File: src/rtl/dot_pkg.sv
// Package for the NxN dot-product accumulator.
// Holds the elaboration helpers shared by the top and the lane multiplier:
//   acc_width  - accumulator width that cannot overflow for N*N*Channels products
//   kbs_legal  - legal kernel precisions (1, 2, 4, 8)
//   sat_clip   - clip a wide signed value to a signed bs-bit range, flagging clipping
package dot_pkg;

    // sat_clip works on longint, so the accumulator must fit in 64 bits.
    localparam int SAT_MAX_W = 64;

    function automatic int acc_width(input int n, input int bs, input int ch);
        return 2 * bs + $clog2(n * n * ch) + 1;
    endfunction

    function automatic bit kbs_legal(input int k);
        return (k == 1) || (k == 2) || (k == 4) || (k == 8);
    endfunction

    function automatic longint sat_clip(input longint v, input int bs, output logic sat);
        longint hi;
        longint lo;
        hi  = (longint'(1) <<< (bs - 1)) - 1;
        lo  = -hi - 1;
        sat = 1'b0;
        if (v > hi) begin
            sat = 1'b1;
            return hi;
        end
        if (v < lo) begin
            sat = 1'b1;
            return lo;
        end
        return v;
    endfunction

endpackage

File: src/rtl/dot_lane_mult.sv
// One lane of the dot product: signed data times a kernel coefficient.
// Purely combinational; the top registers the lane outputs.
//   i_x : signed data, BitSize bits
//   i_k : kernel, KernelBitSize bits (sign selector when KernelBitSize=1,
//         otherwise signed two's complement)
//   o_p : signed product, BitSize+KernelBitSize bits, after the fixed-point shift
module dot_lane_mult #(
    parameter int BitSize       = 8,
    parameter int KernelBitSize = 4,
    parameter int FixedPointPos = 0
) (
    input  logic [BitSize-1:0]               i_x,
    input  logic [KernelBitSize-1:0]         i_k,
    output logic [BitSize+KernelBitSize-1:0] o_p
);

    localparam int PW = BitSize + KernelBitSize;

    logic signed [PW-1:0] w_x;
    assign w_x = {{KernelBitSize{i_x[BitSize-1]}}, i_x};

    if (KernelBitSize == 1) begin : g_sign
        // Binary kernel: the bit only selects +x or -x. PW is one bit wider
        // than the data so negating the most negative input cannot wrap.
        assign o_p = i_k[0] ? w_x : -w_x;
    end else begin : g_mult
        logic signed [PW-1:0] w_k;
        logic signed [PW-1:0] w_full;
        assign w_k    = {{BitSize{i_k[KernelBitSize-1]}}, i_k};
        // |x*k| <= 2^(PW-2), so the PW-bit product never wraps.
        assign w_full = w_x * w_k;
        assign o_p    = w_full >>> FixedPointPos;
    end

endmodule

File: src/rtl/dot_nxn_accum.sv
// NxN window dot product accumulated over Channels beats, saturated to BitSize.
// Pipeline: accept -> stage 1 (lane products) -> result register (accumulate
// and saturate) -> output register, giving out_valid two edges after the final
// beat of a group is accepted.
// Ports:
//   clk, reset          rising-edge clock, async active-high reset
//   in_valid/in_ready   beat handshake; kernel and in_data sampled on accept
//   kernel              lane i at [i*KernelBitSize +: KernelBitSize]
//   in_data             signed, lane i at [i*BitSize +: BitSize]
//   out_valid/out_ready result handshake; result held until consumed
//   out_sum, out_sat    saturated signed result and its clip flag
module dot_nxn_accum
    import dot_pkg::*;
#(
    parameter int N             = 3,
    parameter int BitSize       = 8,
    parameter int KernelBitSize = 4,
    parameter int FixedPointPos = 0,
    parameter int Channels      = 1
) (
    input  logic                            clk,
    input  logic                            reset,
    input  logic                            in_valid,
    output logic                            in_ready,
    input  logic [KernelBitSize*N*N-1:0]    kernel,
    input  logic [BitSize*N*N-1:0]          in_data,
    output logic                            out_valid,
    input  logic                            out_ready,
    output logic [BitSize-1:0]              out_sum,
    output logic                            out_sat
);

    localparam int L  = N * N;
    localparam int PW = BitSize + KernelBitSize;
    localparam int AW = acc_width(N, BitSize, Channels);
    localparam int CW = (Channels > 1) ? $clog2(Channels) : 1;

    if (!kbs_legal(KernelBitSize)) begin : g_err_kbs
        $error("dot_nxn_accum: KernelBitSize must be 1, 2, 4 or 8");
    end
    if (Channels < 1) begin : g_err_ch
        $error("dot_nxn_accum: Channels must be >= 1");
    end
    if (KernelBitSize > 1 && FixedPointPos >= KernelBitSize) begin : g_err_fpp
        $error("dot_nxn_accum: FixedPointPos must be below KernelBitSize");
    end
    if (AW > SAT_MAX_W) begin : g_err_aw
        $error("dot_nxn_accum: accumulator wider than the saturation helper");
    end

    logic                     w_in_ready;
    logic                     w_accept;
    logic [L-1:0][PW-1:0]     w_prod;
    logic [L-1:0][PW-1:0]     r_prod;
    logic                     r_s1_valid;
    logic                     r_s1_last;
    logic [CW-1:0]            r_chan;
    logic signed [AW-1:0]     r_acc;
    logic signed [AW-1:0]     w_lane_sum;
    logic signed [AW-1:0]     w_acc_sum;
    logic [BitSize-1:0]       w_sat_val;
    logic                     w_sat_flag;
    logic                     r_res_vld;
    logic [BitSize-1:0]       r_res_sum;
    logic                     r_res_sat;
    logic                     w_res_move;
    logic                     r_out_valid;
    logic [BitSize-1:0]       r_out_sum;
    logic                     r_out_sat;

    // A group's final beat in stage 1 blocks one accept, so only one result
    // can be travelling toward the output register at a time.
    assign w_in_ready = !(r_s1_valid && r_s1_last) && !(r_out_valid && !out_ready);
    assign w_accept   = in_valid && w_in_ready;

    for (genvar i = 0; i < L; i++) begin : g_lane
        dot_lane_mult #(
            .BitSize       (BitSize),
            .KernelBitSize (KernelBitSize),
            .FixedPointPos (FixedPointPos)
        ) u_lane (
            .i_x (in_data[i*BitSize +: BitSize]),
            .i_k (kernel[i*KernelBitSize +: KernelBitSize]),
            .o_p (w_prod[i])
        );
    end

    // Stage 1: lane products plus group bookkeeping.
    always_ff @(posedge clk or posedge reset) begin
        if (reset) begin
            r_s1_valid <= 1'b0;
            r_s1_last  <= 1'b0;
            r_chan     <= '0;
            r_prod     <= '0;
        end else begin
            r_s1_valid <= w_accept;
            r_s1_last  <= w_accept && (r_chan == CW'(Channels - 1));
            if (w_accept) begin
                r_prod <= w_prod;
                r_chan <= (r_chan == CW'(Channels - 1)) ? '0 : r_chan + 1'b1;
            end
        end
    end

    always_comb begin
        w_lane_sum = '0;
        for (int i = 0; i < L; i++) begin
            w_lane_sum = w_lane_sum + AW'($signed(r_prod[i]));
        end
    end

    assign w_acc_sum = r_acc + w_lane_sum;

    always_comb begin
        w_sat_flag = 1'b0;
        w_sat_val  = BitSize'(sat_clip(longint'(w_acc_sum), BitSize, w_sat_flag));
    end

    // Result register: closes a group and clears the accumulator so the
    // next group starts from zero.
    assign w_res_move = r_res_vld && (!r_out_valid || out_ready);

    always_ff @(posedge clk or posedge reset) begin
        if (reset) begin
            r_acc     <= '0;
            r_res_vld <= 1'b0;
            r_res_sum <= '0;
            r_res_sat <= 1'b0;
        end else begin
            if (w_res_move) r_res_vld <= 1'b0;
            if (r_s1_valid) begin
                if (r_s1_last) begin
                    r_acc     <= '0;
                    r_res_vld <= 1'b1;
                    r_res_sum <= w_sat_val;
                    r_res_sat <= w_sat_flag;
                end else begin
                    r_acc <= w_acc_sum;
                end
            end
        end
    end

    // Output register: held until consumed; a pending result loads on the
    // same edge the previous one is taken.
    always_ff @(posedge clk or posedge reset) begin
        if (reset) begin
            r_out_valid <= 1'b0;
            r_out_sum   <= '0;
            r_out_sat   <= 1'b0;
        end else if (w_res_move) begin
            r_out_valid <= 1'b1;
            r_out_sum   <= r_res_sum;
            r_out_sat   <= r_res_sat;
        end else if (out_ready) begin
            r_out_valid <= 1'b0;
        end
    end

    assign in_ready  = w_in_ready;
    assign out_valid = r_out_valid;
    assign out_sum   = r_out_sum;
    assign out_sat   = r_out_sat;

endmodule

File: config.mk
export PLATFORM = sky130hd
export DESIGN_NAME = dot_nxn_accum
export DESIGN_NICKNAME = d
export VERILOG_FILES = /design/src/rtl/dot_pkg.sv /design/src/rtl/dot_lane_mult.sv /design/src/rtl/dot_nxn_accum.sv
export SDC_FILE = /design/constraint.sdc
export NUM_CORES = 1
export LEC_CHECK = 0
export ABC_AREA = 1
export BUFFER_PORTS_ARGS = -buffer_cell sky130_fd_sc_hd__buf_4
export CAP_MARGIN = 20
export CORE_MARGIN = 3
export CORE_UTILIZATION = 30
export DETAILED_ROUTE_END_ITERATION = 10
export SLEW_MARGIN = 20
export SYNTH_ARGS = -nofsm -noshare
export SYNTH_HDL_FRONTEND = slang
export SYNTH_HIERARCHICAL = 1
export SYNTH_SLANG_ARGS = --single-unit
File: constraint.sdc
create_clock -name clk -period 9.25 [get_ports clk]
set_input_delay 2.3125 -clock clk [delete_from_list [all_inputs] [get_ports clk]]
set_output_delay 2.3125 -clock clk [all_outputs]
set_load 0.01 [all_outputs]
==> flow_metrics.env <==
export IMPL_synth_nets=3150
export IMPL_hpwlAfterDp_um=37670
export IMPL_ys_flop_type="dfrtp_1"
export IMPL_arrival_ns=5.61
export IMPL_yosys_warnings=6
export IMPL_multiInputGateArea_um2=13760
export IMPL_async_reset_ff_share_pct=100.0
export IMPL_first_global_vias=14975
export IMPL_grt_start_max_net_pins=87
export IMPL_crit_type="input port to register"
export IMPL_fin_tns_setup_ns=0
export IMPL_cp_end_kind="register"
export IMPL_yosysUniqueCellTypes=31
export IMPL_die_w_um=264.2
export IMPL_antenna_left=0
export IMPL_grt_setup_unrepaired="false"
export IMPL_finalWirelength_um=44380
export IMPL_met2_usage_pct=22.79
export IMPL_cts_max_level=4
export IMPL_synth_most_common_cell="nand2_1"
export IMPL_cts_setup_buffers=0
export IMPL_synth_area_leader_cell="fa_1"
export IMPL_initial_core_util_pct=30.36
export IMPL_clkTransAtPathRegs_ns=0.07
export IMPL_crit_chain="buf_4 -> inv_1 -> or2_2 -> fa_1 -> fa_1 -> inv_1 -> fa_1 -> ha_1 -> fa_1 -> nand3_1 -> nand3_2 -> nand3_1 -> nand2_1 -> nand2_1 -> nand2_1 -> nand2_1 -> o21ai_0"
export IMPL_syn_inst=2575
export IMPL_io_buffers=122
export IMPL_status="finished clean"
export IMPL_netlist_top_cells_count="nand2_1, inv_1, fa_1, ha_1, dfrtp_1"
export IMPL_period_share_pct=57.61
export IMPL_cap_violations=0
export IMPL_grt_overflow=0
export IMPL_yosys_area_top_type_share_pct=25.83
export IMPL_yosysSeqAreaShare_pct=18.77
export IMPL_routedWlPerCell_um=12.53
export IMPL_synthTopCellsByArea="fa_1, dfrtp_1, nand2_1"
export IMPL_finalSetupViolations=0
export IMPL_cpMaxStageDelayCell="fa_1"
export IMPL_drt_iter0_drc=644
export IMPL_areaGrowthSynthToFinish_pct=11.74
export IMPL_drcViolationCount=0
export IMPL_maxSlewHeadroom_pct=43.43
export IMPL_clockBufferDepth=2
export IMPL_nFillCells=6991
export IMPL_hp_class="register to register"
export IMPL_ioPinCount=123
export IMPL_synth_edf_count=0
export IMPL_syn_area_per_cell_um2=7.766
export IMPL_cts_sinks=150
export IMPL_antenna_found_initial=0
export IMPL_ff_latch_area_um2=3754
export IMPL_hold_viol_final=0
export IMPL_gp_congestion=0.8271
export IMPL_postCtsHoldBufs=0
export IMPL_ctsRootBufferMaster="clkbuf_16"
export IMPL_clock_fmax_ghz=0.1877
export IMPL_skew_ns=0.02192
export IMPL_critPathRequiredTime_ns=9.53
export IMPL_grt_met3_usage_pct=1.760
export IMPL_via_per_inst=4.252
export IMPL_layout_nets=3241
export IMPL_use_met1_pct=17.08
export IMPL_clock_latency_ns=0.44
export IMPL_cts_buffers=17
export IMPL_start_kind="input port"
export IMPL_grtUsageTotal_pct=13.01
export IMPL_max_slew_worst_pin_slew_ns=0.8485
export IMPL_cp_slowest_stage_delay_ns=0.54
export IMPL_drive_gt1_share_pct=11.12
export IMPL_vias=15065
export IMPL_cts_resized=0
export IMPL_antenna_cells=0
export IMPL_top_usage_layer="met2"
export IMPL_die_y_um=264.2
export IMPL_netlist_area_um2=20000
export IMPL_cts_tree="built"
export IMPL_die_area_um2=69790
export IMPL_row_count=94
export IMPL_slew_violations=0
export IMPL_drt_first_pass_iters=7
export IMPL_coreArea_um2=65860
export IMPL_synth_seq_cells=150
export IMPL_critPathMaxFanout=8
export IMPL_min_period_ns=5.329
export IMPL_grt_first_pass_wirelength_um=74600
## final timing paths
| check | startpoint | to | slack [ns] | depth (start not counted) |
|---|---|---|---|---|
| worst min register to register | r_res_vld | out_valid | 0.48 | 2 |
| worst max-delay path | kernel[3] | r_prod[9] | 3.92 | 17 |
| max in group asynchronous | reset | r_prod[91] | 5.87 | 3 |
| worst max register to register | r_prod[59] | r_res_sum[3] | 4.01 | 20 |
| min in group asynchronous | reset | out_valid | 2.01 | 2 |
| worst min-delay path | r_res_vld | out_valid | 0.48 | 2 |
## cell usage in the layout, fill, tap and decap left out, drive strengths merged, types with 2 or more instances in the layout
cell,n
a21oi,51
buf,126
clkbuf,18
clkinv,4
dfrtp,150
fa,258
ha,205
inv,592
mux2,9
nand2,889
nand3,128
nand4,3
nor2,94
nor3,4
o21a,9
o21ai,53
o21bai,2
or2,37
xnor2,12
xor2,31
## critical path: cells and delay by family
kind	cells	cell delay [ns]
fa+ha+maj	5	2.15
simple gates	8	0.81
buf+inv	3	0.25
compound gates	1	0.08
## flip-flops by register name (all words and copies together), names as in the netlist
register,flops
r_prod,108
r_acc,21
out_sum,8
r_res_sum,8
out_sat,1
out_valid,1
r_res_sat,1
r_res_vld,1
r_s1_last,1
## layer usage
layer	share of wire (%)	up-vias
li1	-	7805
met1	46	7080
met2	49	148
met3	2.6	32
met4	1.9	0
met5	0	-
## cell families after synthesis
group                    Yosys count  synth area share [%]
AND/OR/NAND/NOR                 1157                 24.47
XOR/XNOR                          43                 1.921
multiplexers                       9                0.5068
adder cells (fa/ha/maj)          463                 38.66
buffers and inverters            638                 12.45
flip-flops                       150                 18.77
AO/OA/AOI/OAI                    115                 3.222
## stage by stage
stage	instances	worst slack, ns	util [%]	area (um^2)	hold WS, ns
2_1_floorplan	2575	2.901	-	20000	0.4443
3_3_place_gp	3511	3.498	33.03	21760	0.4579
3_5_place_dp	3511	3.469	33.03	21760	0.4594
4_1_cts	3543	3.919	33.93	22350	0.4770
5_1_grt	3543	3.664	33.93	22350	0.5104
6_report	3543	3.921	33.93	22350	0.4760
## area by class of cell
type,instances,area share (%)
Clock buffer,18,1.921
Clock inverter,14,0.7167
Inverter,584,9.933
Multi-Input combinational cell,1787,61.56
Sequential cell,150,16.80
Tap cell,864,4.838
Timing Repair Buffer,126,4.233
Power is not shown: default switching activity piles up to over one toggle a cycle in this logic, so the estimate is an artifact.
